**src/rtl/vga_timing_pkg.sv**
```systemverilog
// Shared timing records, standard mode constants and colour-bar table
// for the VGA raster timing generator.
package vga_timing_pkg;

    typedef struct packed {
        logic [11:0] sync;
        logic [11:0] bp;
        logic [11:0] visible;
        logic [11:0] fp;
    } timing_t;

    // 640x480 @ 60 Hz, 25.175 MHz nominal pixel clock
    localparam timing_t H_640X480 = '{sync: 12'd96,  bp: 12'd48, visible: 12'd640, fp: 12'd16};
    localparam timing_t V_640X480 = '{sync: 12'd2,   bp: 12'd33, visible: 12'd480, fp: 12'd10};

    // 800x600 @ 72 Hz, 50 MHz pixel clock
    localparam timing_t H_800X600 = '{sync: 12'd120, bp: 12'd64, visible: 12'd800, fp: 12'd56};
    localparam timing_t V_800X600 = '{sync: 12'd6,   bp: 12'd23, visible: 12'd600, fp: 12'd37};

    // {r,g,b} full-scale flags per bar; entry 0 is the leftmost bar
    localparam logic [7:0][2:0] BAR_COLORS = {
        3'b000,  // black
        3'b001,  // blue
        3'b100,  // red
        3'b101,  // magenta
        3'b010,  // green
        3'b011,  // cyan
        3'b110,  // yellow
        3'b111   // white
    };

    function automatic logic [2:0] bar_rgb(input logic [2:0] idx);
        return BAR_COLORS[idx];
    endfunction

endpackage

```
**src/rtl/vga_delay_line.sv**
```systemverilog
// Fixed-depth shift register with synchronous active-low clear, used to
// align timing flags with the renderer's pixel pipeline.
module vga_delay_line #(
    parameter int DEPTH = 1,
    parameter int WIDTH = 1
) (
    input  logic             clk,
    input  logic             rst_n,
    input  logic [WIDTH-1:0] d,
    output logic [WIDTH-1:0] q
);

    logic [WIDTH-1:0] taps [DEPTH];

    always_ff @(posedge clk) begin
        if (!rst_n) begin
            for (int i = 0; i < DEPTH; i++) begin
                taps[i] <= '0;
            end
        end else begin
            taps[0] <= d;
            for (int i = 1; i < DEPTH; i++) begin
                taps[i] <= taps[i-1];
            end
        end
    end

    assign q = taps[DEPTH-1];

endmodule

```
**src/rtl/vga_timing_gen.sv**
```systemverilog
// VGA raster timing core: counters, coordinate stage, latency-matched
// sync/blank/RGB output stage and an 8-bar colour test pattern.
module vga_timing_gen
    import vga_timing_pkg::*;
#(
    parameter int H_SYNC     = int'(H_640X480.sync),
    parameter int H_BP       = int'(H_640X480.bp),
    parameter int H_VISIBLE  = int'(H_640X480.visible),
    parameter int H_FP       = int'(H_640X480.fp),
    parameter int V_SYNC     = int'(V_640X480.sync),
    parameter int V_BP       = int'(V_640X480.bp),
    parameter int V_VISIBLE  = int'(V_640X480.visible),
    parameter int V_FP       = int'(V_640X480.fp),
    parameter bit H_SYNC_POL = 1'b0,
    parameter bit V_SYNC_POL = 1'b0,
    parameter int PIX_LAT    = 1,
    parameter int CW         = 11,
    parameter int COLOR_W    = 4
) (
    input  logic               clk_vga,
    input  logic               rst_vga_n,
    input  logic               i_tp_en,
    input  logic [COLOR_W-1:0] i_r,
    input  logic [COLOR_W-1:0] i_g,
    input  logic [COLOR_W-1:0] i_b,
    output logic [CW-1:0]      o_x,
    output logic [CW-1:0]      o_y,
    output logic               o_active,
    output logic               o_frame_start,
    output logic               o_line_start,
    output logic               o_vga_hs,
    output logic               o_vga_vs,
    output logic               o_vga_de,
    output logic [COLOR_W-1:0] o_vga_r,
    output logic [COLOR_W-1:0] o_vga_g,
    output logic [COLOR_W-1:0] o_vga_b
);

    localparam int H_TOTAL = H_SYNC + H_BP + H_VISIBLE + H_FP;
    localparam int V_TOTAL = V_SYNC + V_BP + V_VISIBLE + V_FP;
    localparam int BAR_W   = H_VISIBLE / 8;
    localparam int DL_W    = CW + 3;

    localparam logic [CW-1:0] H_LAST     = CW'(H_TOTAL - 1);
    localparam logic [CW-1:0] V_LAST     = CW'(V_TOTAL - 1);
    localparam logic [CW-1:0] H_SYNC_END = CW'(H_SYNC);
    localparam logic [CW-1:0] V_SYNC_END = CW'(V_SYNC);
    localparam logic [CW-1:0] H_ACT0     = CW'(H_SYNC + H_BP);
    localparam logic [CW-1:0] H_ACT1     = CW'(H_SYNC + H_BP + H_VISIBLE);
    localparam logic [CW-1:0] V_ACT0     = CW'(V_SYNC + V_BP);
    localparam logic [CW-1:0] V_ACT1     = CW'(V_SYNC + V_BP + V_VISIBLE);
    localparam logic [CW-1:0] BAR_LAST   = CW'(BAR_W - 1);

    logic [CW-1:0] hcnt_p0, vcnt_p0;
    logic          vld_p0, hs_p0, vs_p0;
    logic [CW-1:0] x_p0, y_p0;

    logic [CW-1:0] x_p1, y_p1;
    logic          vld_p1, frame_start_p1, line_start_p1;

    logic [DL_W-1:0] dl_in, dl_out;
    logic            vld_p2, hs_p2, vs_p2;
    logic [CW-1:0]   x_p2;

    logic          tp_mode;
    logic [2:0]    bar_idx, bar_idx_cur;
    logic [CW-1:0] bar_cnt, bar_cnt_cur;
    logic [2:0]    bar_rgb_p2;

    // Stage p0: raster counters
    always_ff @(posedge clk_vga) begin
        if (!rst_vga_n) begin
            hcnt_p0 <= '0;
            vcnt_p0 <= '0;
        end else if (hcnt_p0 == H_LAST) begin
            hcnt_p0 <= '0;
            vcnt_p0 <= (vcnt_p0 == V_LAST) ? '0 : vcnt_p0 + CW'(1);
        end else begin
            hcnt_p0 <= hcnt_p0 + CW'(1);
        end
    end

    always_comb begin
        vld_p0 = (hcnt_p0 >= H_ACT0) && (hcnt_p0 < H_ACT1) &&
                 (vcnt_p0 >= V_ACT0) && (vcnt_p0 < V_ACT1);
        hs_p0  = hcnt_p0 < H_SYNC_END;
        vs_p0  = vcnt_p0 < V_SYNC_END;
        x_p0   = vld_p0 ? hcnt_p0 - H_ACT0 : '0;
        y_p0   = vld_p0 ? vcnt_p0 - V_ACT0 : '0;
    end

    // Mode is captured only at raster origin so a frame never changes source mid-way
    always_ff @(posedge clk_vga) begin
        if (!rst_vga_n) begin
            tp_mode <= 1'b0;
        end else if (hcnt_p0 == '0 && vcnt_p0 == '0) begin
            tp_mode <= i_tp_en;
        end
    end

    // Stage p1: coordinate outputs to the renderer
    always_ff @(posedge clk_vga) begin
        if (!rst_vga_n) begin
            x_p1           <= '0;
            y_p1           <= '0;
            vld_p1         <= 1'b0;
            frame_start_p1 <= 1'b0;
            line_start_p1  <= 1'b0;
        end else begin
            x_p1           <= x_p0;
            y_p1           <= y_p0;
            vld_p1         <= vld_p0;
            frame_start_p1 <= vld_p0 && (x_p0 == '0) && (y_p0 == '0);
            line_start_p1  <= vld_p0 && (x_p0 == '0);
        end
    end

    assign o_x           = x_p1;
    assign o_y           = y_p1;
    assign o_active      = vld_p1;
    assign o_frame_start = frame_start_p1;
    assign o_line_start  = line_start_p1;

    // Stage p2: flags delayed to line up with the renderer's i_r/g/b
    assign dl_in = {vld_p0, hs_p0, vs_p0, x_p0};

    vga_delay_line #(
        .DEPTH (PIX_LAT + 1),
        .WIDTH (DL_W)
    ) u_delay (
        .clk   (clk_vga),
        .rst_n (rst_vga_n),
        .d     (dl_in),
        .q     (dl_out)
    );

    assign {vld_p2, hs_p2, vs_p2, x_p2} = dl_out;

    // Bar position tracked by counting pixels, restarted at each line's x=0
    always_comb begin
        bar_idx_cur = (x_p2 == '0) ? 3'd0 : bar_idx;
        bar_cnt_cur = (x_p2 == '0) ? '0 : bar_cnt;
        bar_rgb_p2  = bar_rgb(bar_idx_cur);
    end

    always_ff @(posedge clk_vga) begin
        if (!rst_vga_n) begin
            bar_idx <= 3'd0;
            bar_cnt <= '0;
        end else if (vld_p2) begin
            if (bar_cnt_cur == BAR_LAST) begin
                bar_cnt <= '0;
                bar_idx <= bar_idx_cur + 3'd1;
            end else begin
                bar_cnt <= bar_cnt_cur + CW'(1);
                bar_idx <= bar_idx_cur;
            end
        end
    end

    // Stage p3: registered connector outputs
    always_ff @(posedge clk_vga) begin
        if (!rst_vga_n) begin
            o_vga_de <= 1'b0;
            o_vga_hs <= ~H_SYNC_POL;
            o_vga_vs <= ~V_SYNC_POL;
            o_vga_r  <= '0;
            o_vga_g  <= '0;
            o_vga_b  <= '0;
        end else begin
            o_vga_de <= vld_p2;
            o_vga_hs <= hs_p2 ? H_SYNC_POL : ~H_SYNC_POL;
            o_vga_vs <= vs_p2 ? V_SYNC_POL : ~V_SYNC_POL;
            if (!vld_p2) begin
                o_vga_r <= '0;
                o_vga_g <= '0;
                o_vga_b <= '0;
            end else if (tp_mode) begin
                o_vga_r <= {COLOR_W{bar_rgb_p2[2]}};
                o_vga_g <= {COLOR_W{bar_rgb_p2[1]}};
                o_vga_b <= {COLOR_W{bar_rgb_p2[0]}};
            end else begin
                o_vga_r <= i_r;
                o_vga_g <= i_g;
                o_vga_b <= i_b;
            end
        end
    end

endmodule

```
**config.mk**
```make
export PLATFORM = sky130hd
export DESIGN_NAME = vga_timing_gen
export DESIGN_NICKNAME = d
export VERILOG_FILES = /design/src/rtl/vga_timing_pkg.sv /design/src/rtl/vga_delay_line.sv /design/src/rtl/vga_timing_gen.sv
export SDC_FILE = /design/constraint.sdc
export NUM_CORES = 1
export LEC_CHECK = 0
export BUFFER_PORTS_ARGS = -buffer_cell sky130_fd_sc_hd__buf_2
export CAP_MARGIN = 30
export CORE_UTILIZATION = 52
export CTS_CLUSTER_SIZE = 40
export DETAILED_ROUTE_END_ITERATION = 7
export GPL_ROUTABILITY_DRIVEN = 1
export PLACE_DENSITY = 0.76
export SYNTH_ARGS = -nofsm -noshare
export SYNTH_HDL_FRONTEND = slang
export SYNTH_SLANG_ARGS = --single-unit
```
**constraint.sdc**
```tcl
create_clock -name clk_vga -period 2.5 [get_ports clk_vga]
set_input_delay 0.375 -clock clk_vga [delete_from_list [all_inputs] [get_ports clk_vga]]
set_output_delay 0.375 -clock clk_vga [all_outputs]
set_load 0.005 [all_outputs]
```
# Word level (Yosys, flattened, before mapping)
# Memories as Yosys holds them, arrays and structs flattened.
# Index checks and enable logic that the tools add are counted.
# word_totals
ff_bits	77
ramBits	28
mem_bits_ro	24
inputBits	15
output_inout_bits	40
wordCells	67
n_memories	2
# op_classes
addsub	6
magnitude_cmp	7
eq_ne	3
n_mux	17
n_bitwise	3
reduce_logical	13
# mem_list
name	depth	word_bits	read_ports	rd_clocked_by_memory_dff	write_ports	line_no	rtl
u_delay.taps	2	14	2	0	2	vga_delay_line.sv:13	logic [WIDTH-1:0] taps [DEPTH];
(no name shown)	8	3	1	0	0	vga_timing_pkg.sv:33	return BAR_COLORS[idx];
# op_table
cell	count
logical NOT 11 bit	5
2-to-1 mux 11 bit	5
adder 11 x 1 -> 11 bit (second input constant)	3
2-to-1 mux 14 bit	2
equality test 11 x 10 -> 1 bit (second input constant)	2
less-than comparator 11 x 10 -> 1 bit (second input constant)	2
2-to-1 mux 4 bit	3
equality test 11 x 7 -> 1 bit (second input constant)	1
>= comparator 11 x 6 -> 1 bit (second input constant)	1
>= comparator 11 x 8 -> 1 bit (second input constant)	1
less-than comparator 11 x 2 -> 1 bit (second input constant)	1
less-than comparator 11 x 7 -> 1 bit (second input constant)	1
subtractor 11 x 6 -> 11 bit (second input constant)	1
subtractor 11 x 8 -> 11 bit (second input constant)	1
2-to-1 mux 3 bit	3
logical AND 1 bit	6
less-than comparator 3 x 4 -> 1 bit (second input constant)	1
2-to-1 mux 1 bit	4
adder 3 x 1 -> 3 bit (second input constant)	1
OR 1 bit	2
AND reduction 2 bit	1
OR reduction 2 bit	1
NOT 1 bit	1

# Depth between registers and ports, before layout
# depth
word_depth	8
depth_mapped	11
ltp_nobuf	9

# Cells and area by module
# A second synthesis with hierarchy kept.
# hier_totals
hier_cells	482
area_unflattened_um2	4416.7
# modules_own_cells
module	n_inst	cells_each	area_each_um2	seq_area_each_um2
vga_timing_gen	1	410	3525.9	1541.5
vga_delay_line	1	72	890.9	560.5

# Worst setup path before layout
# OpenSTA, ideal clock, no wires.
# synth_timing
path_kind	register to register
from	memory u_delay.taps[0][16] in the netlist's numbering
to	register bar_cnt[3]
setup_ns	0.070
arrival_time_ns	2.330
required_time_ns	2.430
path_slack_ns	0.100
path_stages_with_launch	11
path_buffers	1
synth_period_minus_slack_ns	2.400
path_cell_list	dfxtp_1 > nor4_1 > nand3_1 > clkbuf_1 > and2_1 > ha_1 > and4b_1 > nand3_1 > nand3_1 > or3b_2 > a21oi_1
# synth_lines
element	line_no	rtl
start, declared	vga_delay_line.sv:13	
end signal, assigned	vga_timing_gen.sv:155	bar_cnt <= bar_cnt_cur + CW'(1);
end, declared	vga_timing_gen.sv:67	logic [CW-1:0] bar_cnt, bar_cnt_cur;

==> flow_summary.ini <==
[status]
status = complete, no violations

[synth]
synthCells = 468
ys_types = 57
yosysTopAreaCellShare_pct = 45.5
synth-seq-area-share_pct = 45.5
async_flop_share_pct = 0
syn_nets = 493
synth_warnings = 0
netlist.top_cell.by_area = dfxtp_1
synth.ff_latch_count = 93
synth_area_leaders = dfxtp_1, nor2_1, xnor2_1
synth_area_per_cell_um2 = 8.74
synth_area_mm2 = 0.00409
synth_ff_type = dfxtp_1
synth-edff-count = 0

[routing]
dr.pass1.iters = 4
vias = 3323
vias_per_cell = 5.47
routedWlPerCell_um = 14.1
drc = 0
postRouteAntennaNets = 0
routed_wl_um = 8560
first_iter_violations = 149

[power]
peakVddDrop_mv = 0.312
p_per_area_mw_per_mm2 = 587
p_leak_nw = 1.95

[timing]
fin_hold_ws_ns = 0.207
skew_ns = 0.0129
hold_viol = 0
slew_violations = 0
min_period_ns = 2.36
worstMarginPinSlew_ns = 0.582
fin_crit_sh_pct = 94.4
max-slew-margin-rel_pct = 60.7
max_freq_mhz = 424
finalWorstSetupSlack_ns = 0.139
final-setup-viol-count = 0

[worst_setup_path]
rrSetupSlack_ns = 0.14
cp-startpoint = u_delay.taps[0][16]$_SDFF_PN0_
critical_path_class = register to register
worstSetupStartpointType = register
r2r_cells = 10
crit_fanout = 4
critPathRequiredTime_ns = 2.81
r2r_start = u_delay.taps[0][16]$_SDFF_PN0_
crit_path_end_kind = register
r2r_end = bar_cnt[9]$_SDFFE_PN0P_
arrival_ns = 2.67
crit_end = bar_cnt[9]$_SDFFE_PN0P_

[cts]
post-cts-setup-buffer-count = 0
cts_tree = done
cts_inserted_buffers = 9
root_buffer = clkbuf_8
clock_tree.buffer_depth = 2
clock_sinks = 93
cts_resized = 0
htree_levels = 3
cts.clk_slew.worst_paths_ns = 0.10
clk_latency_ns = 0.38
holdBufCountCts = 0

[floorplanning]
start_util_pct = 54.9
rows = 31
die_area_mm2 = 0.00823
num_io_pins = 55
die_h_um = 90.7
coreArea_mm2 = 0.00745
die_w_um = 90.7

[layout]
area_delta_synth_final_pct = 11.7
drive_gt1_share_pct = 19.8
fin_nets = 530
final_util_pct = 61.4
antennaDiodeCount = 0

[global_routing]
grt.total_usage_pct = 22.0
grt_max_degree = 27
antenna_found_initial = 0
grt_pass1_wl_um = 14400
overflow = 0
grt_pass1_vias = 3255

[run]
drv_cap = 0

[placed_design]
dp_hpwl_um = 5980
io_buffers = 54
place_congestion = 0.864
dpl_worst_slack_ns = 0.0458

[hold_path]
worstHoldPathCells = 3
holdCritStartpoint = i_g[3]
hp-class = input port to register
## metrics by stage
step                setup TNS, ns  area (um^2)  total power, W  std cells
floorplan                       0         4090         0.00158        468
global placement                0         4310         0.00160        593
detailed placement              0         4310         0.00160        593
CTS                             0         4530         0.00270        608
global route            -0.000715         4570         0.00278        608
finish                          0         4570         0.00268        608
## logic make-up (layout without fill, tap and decap cells)
| group | Yosys count | in the layout | share of synthesized area [%] |
|---|---|---|---|
| AO/OA/AOI/OAI | 61 | 61 | 9.79 |
| flip-flops | 93 | 93 | 45.5 |
| adder cells (fa/ha/maj) | 10 | 10 | 3.06 |
| multiplexers | 1 | 1 | 0.245 |
| buffers and inverters | 57 | 98 | 8.07 |
| XOR/XNOR | 25 | 25 | 5.35 |
| AND/OR/NAND/NOR | 221 | 221 | 28.0 |
## cells in the mapped netlist (all sizes together) (3+ instances only)
master  number
a21oi       19
a31oi        3
and2        20
and3         9
and4b        3
buf         19
clkbuf      22
dfxtp       93
ha          10
inv         15
nand2       28
nand3       23
nand4        7
nor2        76
nor2b        6
nor3        13
nor4        12
o211ai       3
o21ai       19
or3         10
or4          4
xnor2       20
xor2         5
## power breakdown
part           total [W]  switching [W]  internal (W)  leakage, nW
logic          0.0000661      0.0000384     0.0000277         1.09
registers        0.00150      0.0000140       0.00149        0.751
clock network    0.00111       0.000545      0.000568        0.110
## routing by layer
layer | track usage [%] | up-vias | wire length, um
li1 | - | 1656 | -
met1 | 25.8 | 1584 | 3750
met2 | 37.8 | 71 | 4330
met3 | 4.46 | 12 | 362
met4 | 11.3 | 0 | 121
met5 | 0 | - | 0
## placed cells by master (no fill, tap or decap), types with 5 or more instances in the layout
cell,count
inv_1,15
xnor2_1,20
or3_1,8
buf_4,13
dfxtp_1,93
xor2_1,5
nor2b_1,5
o21ai_0,17
nand3_1,21
clkbuf_8,9
nor4_1,9
a21oi_1,19
nor2_1,76
and2_1,20
nand2_1,28
ha_1,10
buf_2,54
nor3_1,13
nand4_1,6
and3_1,9
## how the worst min path moves through the flow
stage                            endpoint  slack (ns)
floorplan             o_vga_hs$_SDFF_PN1_        0.34
global placement      o_vga_vs$_SDFF_PN1_        0.35
detailed placement    o_vga_vs$_SDFF_PN1_        0.35
CTS                 o_vga_b[2]$_SDFF_PN0_        0.19
global route        o_vga_r[0]$_SDFF_PN0_        0.21
finish              o_vga_g[3]$_SDFF_PN0_        0.21
## layout make-up
cell class	instances	area, um^2
fill	646	2880
multi-input combinational	318	1940
sequential	93	1860
timing repair buffer	67	368
clock buffer	9	124
tap	99	124
clock inverter	6	95.1
inverter	16	60.1
## flip-flops by register name (all words and copies together), names as in the netlist, 3 cells and up
register,count
hcnt_p0,11
bar_idx,3
o_vga_r,4
vcnt_p0,11
bar_cnt,11
o_vga_b,4
o_x,10
u_delay.taps,18
o_y,11
o_vga_g,4
## worst max-delay path, cell delays in order, from the launching register on
cell     delay (ns)
dfxtp_1        0.34
nor4_4         0.30
nand3_2        0.12
and2_1         0.19
ha_1           0.22
and4b_1        0.21
nand3_1        0.15
nand3_2        0.12
buf_4          0.17
or3_1          0.31
a21oi_1        0.16
Note: power is estimated with default switching activity, not from simulation.
